<file path="config.mk">
export PLATFORM = sky130hd
export DESIGN_NAME = whack_round_ctrl
export DESIGN_NICKNAME = d
export VERILOG_FILES = /design/src/rtl/whack_round_ctrl.sv
export SDC_FILE = /design/constraint.sdc
export NUM_CORES = 1
export LEC_CHECK = 0
export CAP_MARGIN = 15
export CORE_MARGIN = 3
export CORE_UTILIZATION = 55
export DETAILED_ROUTE_END_ITERATION = 6
export PLACE_DENSITY = 0.9
export SLEW_MARGIN = 5
export SYNTH_ARGS = -nofsm -noshare
export SYNTH_HDL_FRONTEND = slang
export SYNTH_SLANG_ARGS = --single-unit
</file>
<file path="constraint.sdc">
create_clock -name clk_i -period 3.2 [get_ports clk_i]
set_input_delay 0.32 -clock clk_i [delete_from_list [all_inputs] [get_ports clk_i]]
set_output_delay 0.32 -clock clk_i [all_outputs]
set_load 0.05 [all_outputs]
</file>
<file path="src/rtl/whack_round_ctrl.sv">
// whack_round_ctrl: round sequencer for the hit-or-miss reaction game.
// Issues a one-cycle freq pulse and a one-hot LED target per round, times the
// response window, judges hit/miss and tracks score, lives and round count.
//
// Optional feature macro: WHACK_SPEEDUP_EN (each hit shrinks the response
// window by 1/8, floored at MIN_WINDOW). Undefined: window fixed at WINDOW_CYCLES.
//
// Ports:
//   clk_i         clock
//   rst_i         asynchronous active-high reset
//   start_i       start/restart pulse, honoured in IDLE or DONE only
//   random_i[7:0] free-running random value, bits [2:0] select the target LED
//   hit_i, miss_i response flags from the hit detector
//   freq_o        one-cycle round-start pulse
//   led_o[7:0]    one-hot target LED, 0 outside an active round
//   score_o[7:0]  hits this game (saturating)
//   lives_o[3:0]  remaining lives
//   round_idx_o   rounds resolved this game
//   busy_o        high in GAP, ARM and WAIT
//   game_over_o   high in DONE
//
// state | meaning
// IDLE  | after reset, waiting for start
// GAP   | idle pause between rounds
// ARM   | one cycle: freq pulse, target LED latched
// WAIT  | response window running
// DONE  | game over, score/lives held
module whack_round_ctrl #(
    parameter int unsigned GAP_CYCLES    = 50_000_000,
    parameter int unsigned WINDOW_CYCLES = 100_000_000,
    parameter int unsigned BLANK_CYCLES  = 2,
    parameter int unsigned ROUNDS        = 16,
    parameter int unsigned LIVES         = 3,
    parameter int unsigned MIN_WINDOW    = 10_000_000
) (
    input  logic       clk_i,
    input  logic       rst_i,
    input  logic       start_i,
    input  logic [7:0] random_i,
    input  logic       hit_i,
    input  logic       miss_i,
    output logic       freq_o,
    output logic [7:0] led_o,
    output logic [7:0] score_o,
    output logic [3:0] lives_o,
    output logic [7:0] round_idx_o,
    output logic       busy_o,
    output logic       game_over_o
);

    typedef enum logic [2:0] {S_IDLE, S_GAP, S_ARM, S_WAIT, S_DONE} state_t;

    state_t      state_q;
    logic [31:0] cnt_q;
    logic [31:0] win_q;
    logic        freq_q;
    logic        busy_q;
    logic        over_q;
    logic [7:0]  led_q;
    logic [7:0]  score_q;
    logic [7:0]  round_q;
    logic [3:0]  lives_q;

    logic        sample_en;
    logic        got_hit;
    logic        got_miss;
    logic        resolve;
    logic [7:0]  score_d;
    logic [7:0]  round_d;
    logic [3:0]  lives_d;
    logic [31:0] win_d;

    // hit/miss are blanked for the first BLANK_CYCLES of the window; a hit
    // takes priority over a simultaneous miss or the timeout.
    assign sample_en = (state_q == S_WAIT) && (cnt_q >= 32'(BLANK_CYCLES));
    assign got_hit   = sample_en && hit_i;
    assign got_miss  = (state_q == S_WAIT) && !got_hit &&
                       ((sample_en && miss_i) || (cnt_q == win_q - 32'd1));
    assign resolve   = got_hit || got_miss;

    assign score_d = (got_hit && score_q != 8'hFF) ? score_q + 8'd1 : score_q;
    assign lives_d = got_miss ? lives_q - 4'd1 : lives_q;
    assign round_d = round_q + 8'd1;

`ifdef WHACK_SPEEDUP_EN
    logic [31:0] win_dec;
    assign win_dec = win_q - (win_q >> 3);
    assign win_d   = !got_hit ? win_q :
                     (win_dec < 32'(MIN_WINDOW)) ? 32'(MIN_WINDOW) : win_dec;
    logic unused_random;
    assign unused_random = ^random_i[7:3];
`else
    assign win_d = win_q;
    logic unused_random;
    assign unused_random = ^{random_i[7:3], 32'(MIN_WINDOW)};
`endif

    always_ff @(posedge clk_i or posedge rst_i) begin
        if (rst_i) begin
            state_q <= S_IDLE;
            cnt_q   <= '0;
            win_q   <= 32'(WINDOW_CYCLES);
            freq_q  <= 1'b0;
            busy_q  <= 1'b0;
            over_q  <= 1'b0;
            led_q   <= '0;
            score_q <= '0;
            round_q <= '0;
            lives_q <= '0;
        end else begin
            freq_q <= 1'b0;
            case (state_q)
                S_IDLE, S_DONE: begin
                    if (start_i) begin
                        score_q <= '0;
                        round_q <= '0;
                        lives_q <= 4'(LIVES);
                        win_q   <= 32'(WINDOW_CYCLES);
                        cnt_q   <= '0;
                        busy_q  <= 1'b1;
                        over_q  <= 1'b0;
                        state_q <= S_GAP;
                    end
                end
                S_GAP: begin
                    if (cnt_q == 32'(GAP_CYCLES - 1)) begin
                        cnt_q   <= '0;
                        freq_q  <= 1'b1;
                        led_q   <= 8'd1 << random_i[2:0];
                        state_q <= S_ARM;
                    end else begin
                        cnt_q <= cnt_q + 32'd1;
                    end
                end
                S_ARM: begin
                    cnt_q   <= '0;
                    state_q <= S_WAIT;
                end
                S_WAIT: begin
                    if (resolve) begin
                        led_q   <= '0;
                        score_q <= score_d;
                        lives_q <= lives_d;
                        round_q <= round_d;
                        win_q   <= win_d;
                        cnt_q   <= '0;
                        if (lives_d == 4'd0 || round_d == 8'(ROUNDS)) begin
                            busy_q  <= 1'b0;
                            over_q  <= 1'b1;
                            state_q <= S_DONE;
                        end else begin
                            state_q <= S_GAP;
                        end
                    end else begin
                        cnt_q <= cnt_q + 32'd1;
                    end
                end
                default: state_q <= S_IDLE;
            endcase
        end
    end

    assign freq_o      = freq_q;
    assign led_o       = led_q;
    assign score_o     = score_q;
    assign lives_o     = lives_q;
    assign round_idx_o = round_q;
    assign busy_o      = busy_q;
    assign game_over_o = over_q;

endmodule

</file>
# ---- Yosys cells after proc, flatten, opt, wreduce, memory -nomap -nowiden
# Index checks and enable logic that the tools add are counted.
dict set report totals {
  regBits 66
  in_bits 13
  out_inout_bits 31
  word_cells 82
}
dict set report op_classes {
  addsub 4
  order_cmp 1
  n_eq_ne 13
  n_shift 1
  mux 32
  n_reduce_logical 22
}
# op n
set ops {}
lappend ops {{32-bit case mux with 4 select lines} 1}
lappend ops {{32-bit two-way mux} 3}
lappend ops {{8-bit two-way mux} 6}
lappend ops {{8-bit case mux with 2 select lines} 3}
lappend ops {{32-bit by 1-bit adder with 32-bit output (second input constant)} 1}
lappend ops {{32-bit by 26-bit == test with 1-bit output (second input constant)} 1}
lappend ops {{32-bit by 27-bit == test with 1-bit output (second input constant)} 1}
lappend ops {{32-bit by 2-bit >= comparator with 1-bit output (second input constant)} 1}
lappend ops {{8-bit by 1-bit adder with 8-bit output (second input constant)} 2}
lappend ops {{3-bit two-way mux} 4}
lappend ops {{4-bit two-way mux} 3}
lappend ops {{3-bit case mux with 4 select lines} 1}
lappend ops {{3-bit AND reduction} 3}
lappend ops {{8-bit by 5-bit == test with 1-bit output (second input constant)} 1}
lappend ops {{1-bit two-way mux} 8}
lappend ops {{8-bit inequality test (second input constant)} 1}
lappend ops {{4-bit case mux with 2 select lines} 1}
lappend ops {{4-bit AND reduction} 2}
lappend ops {{1-bit by 3-bit left shift with 8-bit output (first input constant)} 1}
lappend ops {{3-bit by 2-bit == test with 1-bit output (second input constant)} 2}
lappend ops {{1-bit logical AND} 6}
lappend ops {{2-bit inequality test (second input constant)} 3}
lappend ops {{4-bit zero test} 1}
lappend ops {{2-bit by 1-bit inequality test with 1-bit output (second input constant)} 2}
lappend ops {{other kinds (11)} 15}

# ---- Logic depth before layout (Yosys ltp)
# Gate-level depths: netlist (run 1).
dict set report logic_depth {
  depth_word 12
  depth_mapped 10
  ltp_nobuf 8
}

# ---- Worst setup path after synthesis (run 1)
# No wires, ideal clock.
dict set report synth_timing {
  path_kind {reg-to-reg}
  startpoint {reg cnt_q[1]}
  endpoint {reg state_q[0]}
  setup_ps 139
  arrival_ps 2236
  t_required_ps 3061
  path_slack_ps 826
  stages_incl_launch_ff 8
  n_path_buf 1
  synth_period_minus_slack_ps 2374
  path_cell_list {dfrtp_1 > ha_1 > and4_1 > nand4_2 > or3_4 > o211a_1 > buf_4 > or4_1}
}
dict set report synth_between {
  elab_chain_cells 12
  elab_cells_between_ends 20
  classes_between {order compare (1); eq/ne (4); mux (4); reduce/logical (11)}
}
# element line_no
set synth_rtl {}
lappend synth_rtl {{start, declared} 54} ;# logic [31:0] cnt_q;
lappend synth_rtl {{start signal, assigned} 132} ;# cnt_q <= cnt_q + 32'd1;
lappend synth_rtl {{start signal, assigned} 155} ;# cnt_q <= cnt_q + 32'd1;
lappend synth_rtl {{32-bit by 2-bit >= comparator with 1-bit output} 75} ;# assign sample_en = (state_q == S_WAIT) && (cnt_q >= 32'(BLANK_CYCLES));
lappend synth_rtl {{1-bit logical AND} 75}
lappend synth_rtl {{1-bit logical AND} 76} ;# assign got_hit = sample_en && hit_i;
lappend synth_rtl {{1-bit zero test} 77} ;# assign got_miss = (state_q == S_WAIT) && !got_hit &&
lappend synth_rtl {{1-bit logical AND (2 in a row)} 77}
lappend synth_rtl {{4-bit two-way mux} 82} ;# assign lives_d = got_miss ? lives_q - 4'd1 : lives_q;
lappend synth_rtl {{4-bit zero test} 147} ;# if (lives_d == 4'd0 || round_d == 8'(ROUNDS)) begin
lappend synth_rtl {{1-bit logical OR} 147}
lappend synth_rtl {{3-bit two-way mux} 147}
lappend synth_rtl {{3-bit two-way mux} 140} ;# if (resolve) begin
lappend synth_rtl {{3-bit case mux with 4 select lines} 112} ;# case (state_q)
lappend synth_rtl {{end signal, assigned} 137} ;# state_q <= S_WAIT;
lappend synth_rtl {{end signal, assigned} 150} ;# state_q <= S_DONE;
lappend synth_rtl {{end signal, assigned} 152} ;# state_q <= S_GAP;
lappend synth_rtl {{end, declared} 53} ;# state_t state_q;
# Parallel ways exist; a longest one is shown, timed or not. The select of a mux whose other input is x is not followed.
# A chain may end at the register's enable or synchronous reset.

# ---- Worst setup path in the final report (run 1)
dict set report layout_timing {
  startpoint {reg cnt_q[1]}
  endpoint {reg led_q[1], in the netlist led_o[1]}
}
dict set report layout_between {
  elab_chain_cells 9
  elab_cells_between_ends 14
  classes_between {order compare (1); eq/ne (4); reduce/logical (9)}
}
# element line_no
set layout_rtl {}
lappend layout_rtl {{32-bit by 2-bit >= comparator with 1-bit output} 75}
lappend layout_rtl {{1-bit logical AND} 75}
lappend layout_rtl {{1-bit logical AND} 76}
lappend layout_rtl {{1-bit zero test} 77}
lappend layout_rtl {{1-bit logical AND (2 in a row)} 77}
lappend layout_rtl {{1-bit logical OR} 79} ;# assign resolve = got_hit || got_miss;
lappend layout_rtl {{2-bit inequality test (no line)} n/a}
lappend layout_rtl {{3-bit AND reduction (no line) *} n/a}
lappend layout_rtl {{end signal, assigned} 129} ;# led_q <= 8'd1 << random_i[2:0];
lappend layout_rtl {{end, declared} 59} ;# logic [7:0] led_q;
# Every way passes the cells marked *; elsewhere a longest branch is shown, timed or not.

==> run_results.csv, run 1 <==
group,metric,value,unit
logic_synthesis,synth_top_area_cell,"dfrtp_1",
pwr,p_leak,1.773,nW
logic_synthesis,synthArstFlopShare,100.0,%
logic_synthesis,netlist_area,3721,um^2
cts,clk_pin_slew_worst_paths,70,ps
logic_synthesis,yosys.cell_types.count,62,
sta,fin_tns_setup,0,ps
pwr,ir_drop,0.3659,mV
sta,worst_slew_pin_slew,791.4,ps
cells_and_area,fill_cells,475,
logic_synthesis,seq_area_frac_synth,44.38,%
floorplan,die_h,88.26,um
sta,finClkSkew,11.12,ps
sta,final_hold_viol_count,0,
floorplan,start_util,57.61,%
worst_setup_path,worstPathRequired,3410,ps
floorplan,fp.dieArea,7789,um^2
logic_synthesis,synth.area.top_cells,"dfrtp_1 (44%), nand2_1 (4.5%), o31ai_1 (4.2%)",
logic_synthesis,ys_top_cells_by_count,"dfrtp_1 (66), nand2_1 (45), o21ai_0 (28)",
global_route,grt-ovfl-total,0,
logic_synthesis,avgSynthCellArea,9.541,um^2
sta,max_freq,0.3371,GHz
logic_synthesis,syn_inst,390,
logic_synthesis,synth-seq-cells,66,
cts,cts_setup_buffers,0,
placed_design,port_buffers,38,
cts,ctsHoldBuffers,0,
worst_setup_path,crit_type,"flop to flop",
cells_and_area,drive_gt1_share,9.840,%
floorplan,core,6459,um^2
drt,wire_per_inst,17.58,um
worst_setup_path,cp.arrival,3180,ps
global_route,gr-usage-all-layers,24.30,%
cts,ctsResizeCount,0,
logic_synthesis,syn_nets,408,
floorplan,pin_count,44,
worst_setup_path,ff2ff_path_depth,7,
cells_and_area,nets,450,
global_route,grt_pass1_vias,3201,
cts,cts_root_buf,"clkbuf_8",
worst_setup_path,crit_fanout,13,
logic_synthesis,synth-edff-count,0,
logic_synthesis,synthFlopType,"dfrtp_1",
sta,setup_viol_count_final,0,
logic_synthesis,ys_warn_count,0,
worst_setup_path,startpoint_type,"flop",
logic_synthesis,yosysMostFrequentCell,"dfrtp_1",
placed_design,gp_congestion,0.9073,
worst_setup_path,reg2reg_slack,230,ps
cells_and_area,stdcell_count,514,
cts,htree_levels,3,
pwr,power_density,658.9,nW/um^2
cells_and_area,multiInputGateArea,1959,um^2
drt,vias,3461,
flow_run,cap_violations,0,
cts,clk_latency,360,ps
logic_synthesis,synth_top_area_share,44.38,%
drt,postRouteAntennaNets,0,
global_route,grt_pass1_wl,14950,um
drt,drt_wl_total,9038,um
sta,layout_min_cycle_time,2966,ps
placed_design,dp_hpwl,6216,um
global_route,antenna_found_initial,0,
sta,rsz0062_at_grt,"no",
sta,post-route-period-util,92.70,%
placed_design,post-place-cells,498,
cts,cts.sinks,66,
cells_and_area,area_growth,18.46,%
sta,slew_viol_final,0,
cts,cts_max_path_buffers,2,
global_route,grt_max_degree,42,
hold_path,hold_path_class,"primary input to async pin",
cts,cts_made_buffers,9,
floorplan,std_cell_rows,29,
cells_and_area,regArea,1652,um^2
drt,drcViolationCount,0,
sta,slew-limit-headroom,46.83,%
worst_setup_path,endpoint_kind,"flop",
drt,avgViaCountPerCell,6.733,
drt,first_pass_iters,5,
cts,cts_tree,"yes",
floorplan,die_w,88.26,um
drt,first_iter_violations,311,
cells_and_area,antenna_cells,0,
status,outcome,"completed",
==> critical path, stage by stage (launching register included) <==
cell,delay [ps]
dfrtp_1,440
ha_1,240
and4_1,300
nand4_2,220
or3_4,460
o211a_1,300
or2_1,420
o41ai_1,450
==> worst paths after layout <==
kind / startpoint / endpoint
max: cnt_q[1]$_DFFE_PP0P_ / led_o[1]$_DFFE_PP0P_
min: rst_i / score_o[4]$_DFFE_PP0P_
max reg2reg: cnt_q[1]$_DFFE_PP0P_ / led_o[1]$_DFFE_PP0P_
min reg2reg: game_over_o$_DFFE_PP0P_ / game_over_o$_DFFE_PP0P_
max in group asynchronous: rst_i / led_o[4]$_DFFE_PP0P_
min in group clk_i: game_over_o$_DFFE_PP0P_ / game_over_o$_DFFE_PP0P_
==> final cells by class <==
| type | count | area share [%] |
|---|---|---|
| multi-input cells | 301 | 44.45 |
| clock buffers | 9 | 2.810 |
| repair buffers | 47 | 10.16 |
| well taps | 77 | 2.186 |
| inverters | 7 | 0.5961 |
| flip-flops and latches | 66 | 37.47 |
| clock inverters | 7 | 2.328 |
==> flip-flops by register name (all words and copies together) (netlist names) <==
register	count
led_o	8
cnt_q	32
round_idx_o	8
state_q	3
game_over_o	1
lives_o	4
busy_o	1
score_o	8
freq_o	1
==> layer usage <==
layer  vias up  GRT usage (%)  part of all wire [%]
met3        25          4.842                   7.7
met5         -              0                     0
met2       151          37.80                    47
li1       1607              -                     -
met1      1678          33.11                    43
met4         0          10.58                   2.2
==> placed cells by master (no fill, tap or decap), types with 6 or more instances in the layout <==
cell / n
o31ai_1: 21
a21oi_1: 14
inv_1: 6
clkdlybuf4s50_1: 38
nor2_1: 13
clkbuf_8: 9
nand3_1: 21
dfrtp_1: 66
nor4_1: 9
o221ai_1: 13
nand2_1: 45
and3_1: 10
nand4_1: 11
or3_1: 10
buf_4: 9
o21ai_0: 28
nand2b_1: 6
nor3_1: 10
==> stage by stage <==
stage	hold WS [ps]	utilization, %	power [mW]	setup slack (ps)	instance area, um^2
5_1_grt	144.5	68.25	3.042	58.64	4408
4_1_cts	119.7	68.25	2.912	262.9	4408
3_3_place_gp	463.3	64.74	2.081	438.4	4182
3_5_place_dp	479.2	64.74	2.114	282.5	4182
2_1_floorplan	416.6	-	1.764	825.6	3721
6_report	127.5	68.25	2.904	233.7	4408
==> where the power goes <==
part	switching, mW	internal (mW)	total [mW]
logic	0.706	0.329	1.04
clock network	0.349	0.445	0.794
registers	0.121	0.953	1.07
total	1.18	1.73	2.90
==> cell families (layout without fill, tap and decap cells) <==
family / after synthesis / in the layout / share of synthesized area, %
muxes: 6 / 6 / 1.748
DFF: 66 / 66 / 44.38
adders and majority gates: 5 / 5 / 1.681
and+or+nand+nor: 164 / 164 / 25.35
AOI/OAI and AO/OA: 118 / 118 / 21.99
xor gates and xnor gates: 8 / 8 / 1.883
buffers and inverters: 23 / 70 / 2.959
No activity file was read; power rests on OpenSTA's default activity.
==> run 2, diff against run 1 <==
--- a/config.mk
+++ b/config.mk
@@ -5,11 +5,12 @@
 export SDC_FILE = /design/constraint.sdc
 export NUM_CORES = 1
 export LEC_CHECK = 0
-export CAP_MARGIN = 15
+export CAP_MARGIN = 20
 export CORE_MARGIN = 3
-export CORE_UTILIZATION = 55
+export CORE_UTILIZATION = 30
 export DETAILED_ROUTE_END_ITERATION = 6
-export PLACE_DENSITY = 0.9
+export PLACE_DENSITY = 0.59
+export SETUP_SLACK_MARGIN = 0.05
 export SLEW_MARGIN = 5
 export SYNTH_ARGS = -nofsm -noshare
 export SYNTH_HDL_FRONTEND = slang
==> run_results.csv, run 2 (synthesized netlist as in run 1, its figures left out) <==
group,metric,value,unit
cells_and_area,nets,454,
floorplan,start_util,30.85,%
cts,cts_root_buf,"clkbuf_16",
cts,cts_max_path_buffers,2,
global_route,antenna_found_initial,0,
cells_and_area,fin_area,4629,um^2
sta,post-route-period-util,86.74,%
floorplan,die_h,117.4,um
worst_setup_path,endpoint_kind,"flop",
worst_setup_path,crit_fanout,8,
cells_and_area,antenna_cells,0,
cts,ctsResizeCount,0,
sta,fin_tns_setup,0,ps
floorplan,std_cell_rows,40,
cells_and_area,multiInputGateArea,1959,um^2
cells_and_area,drive_gt1_share,10.66,%
global_route,gr-usage-all-layers,14.61,%
sta,slew_viol_final,0,
cells_and_area,regArea,1652,um^2
floorplan,fp.dieArea,13780,um^2
cts,cts_tree,"yes",
cells_and_area,stdcell_count,609,
cells_and_area,largest_reg_flops,32,
sta,rsz0062_at_grt,"no",
cts,clk_pin_slew_worst_paths,60,ps
floorplan,pin_count,44,
cts,cts_made_buffers,9,
placed_design,pre_cts_ws,389.1,ps
sta,max_freq,0.3603,GHz
drt,drcViolationCount,0,
sta,setup_viol_count_final,0,
cells_and_area,fill_cells,1203,
sta,worst_slew_pin_slew,869.1,ps
worst_setup_path,startpoint_type,"flop",
drt,vias,3327,
placed_design,place_area,4325,um^2
hold_path,hold_path_class,"primary input to async pin",
cts,clk_latency,330,ps
cells_and_area,final_core_util,38.38,%
cts,cts.sinks,66,
global_route,grt_pass1_wl,16910,um
sta,slew-limit-headroom,41.61,%
drt,drt_wl_total,9610,um
cts,htree_levels,3,
placed_design,dp_hpwl,6685,um
drt,postRouteAntennaNets,0,
drt,first_iter_violations,278,
global_route,grt_pass1_vias,3313,
cells_and_area,regMostFlops,"cnt_q",
worst_setup_path,cp.arrival,2990,ps
drt,first_pass_iters,4,
drt,wire_per_inst,15.78,um
pwr,p_leak,1.834,nW
global_route,grt-ovfl-total,0,
cells_and_area,mostFrequentLayoutCell,"dfrtp_1",
drt,avgViaCountPerCell,5.463,
sta,final_hold_viol_count,0,
sta,finClkSkew,7.254,ps
worst_setup_path,crit_type,"flop to flop",
worst_setup_path,worstPathRequired,3410,ps
placed_design,post-place-cells,593,
placed_design,port_buffers,38,
flow_run,cap_violations,0,
placed_design,gp_congestion,0.8422,
cells_and_area,area_growth,24.41,%
sta,layout_min_cycle_time,2776,ps
pwr,power_density,678.7,nW/um^2
pwr,ir_drop,0.2983,mV
sta,fin_ws,424.3,ps
cts,ctsHoldBuffers,0,
floorplan,core,12060,um^2
cts,cts_setup_buffers,0,
status,outcome,"completed",
global_route,grt_max_degree,45,
floorplan,die_w,117.4,um
cells_and_area,final_cell_mix,"dfrtp_1 (66), nand2_1 (45), clkdlybuf4s50_1 (38), o21ai_0 (28)",
## run 2: changes by cell type in the layout (fill, tap and decap cells not counted), sizes merged
cell / change
buf: +4
bufinv: -1
clkinv: +2
clkinvlp: -1
## run 2: power by group
group          switching, mW  internal [mW]
registers              0.125          0.955
clock network          0.394          0.609
logic                  0.715          0.343
## run 2: worst paths after layout
check / from / endpoint / slack [ps] / cells past startpoint
worst max-delay path: cnt_q[1]$_DFFE_PP0P_ / led_o[5]$_DFFE_PP0P_ / 420 / 7
max in group asynchronous: rst_i / cnt_q[19]$_DFFE_PP0P_ / 2340 / 3
worst min-delay path: rst_i / lives_o[0]$_DFFE_PP0P_ / 350 / 3
worst max register to register: cnt_q[1]$_DFFE_PP0P_ / led_o[5]$_DFFE_PP0P_ / 420 / 7
worst min register to register: game_over_o$_DFFE_PP0P_ / game_over_o$_DFFE_PP0P_ / 490 / 2
min in group clk_i: game_over_o$_DFFE_PP0P_ / game_over_o$_DFFE_PP0P_ / 490 / 2
## run 2: final cells by class
class                           count  share of cell area, %
Clock buffer                        9                  4.865
Inverter                            7                 0.5676
Sequential cell                    66                  35.68
Multi-Input combinational cell    301                  42.32
Timing Repair Buffer               51                  10.32
Tap cell                          168                  4.541
Clock inverter                      7                  1.703
## run 2: stage by stage
step | hold WS (ps) | power (mW)
6_report | 352.3 | 3.142
5_1_grt | 397.1 | 3.307
4_1_cts | 366.7 | 3.167
3_5_place_dp | 485.4 | 2.155
3_3_place_gp | 472.1 | 2.136
2_1_floorplan | 416.6 | 1.764
## run 2: critical path, cell delays in order (launching register included)
cell	delay, ps
dfrtp_1	430
ha_1	230
and4_1	290
nand4_2	230
or3_4	460
o211a_1	250
or2_1	380
o41ai_1	380
## run 2: layer usage
layer	vias up	global-route usage, %	part of all wire [%]
met5	-	0	0
met4	0	3.959	1.4
met3	13	3.520	5.2
met2	68	23.99	48
met1	1630	19.35	46
li1	1616	-	-
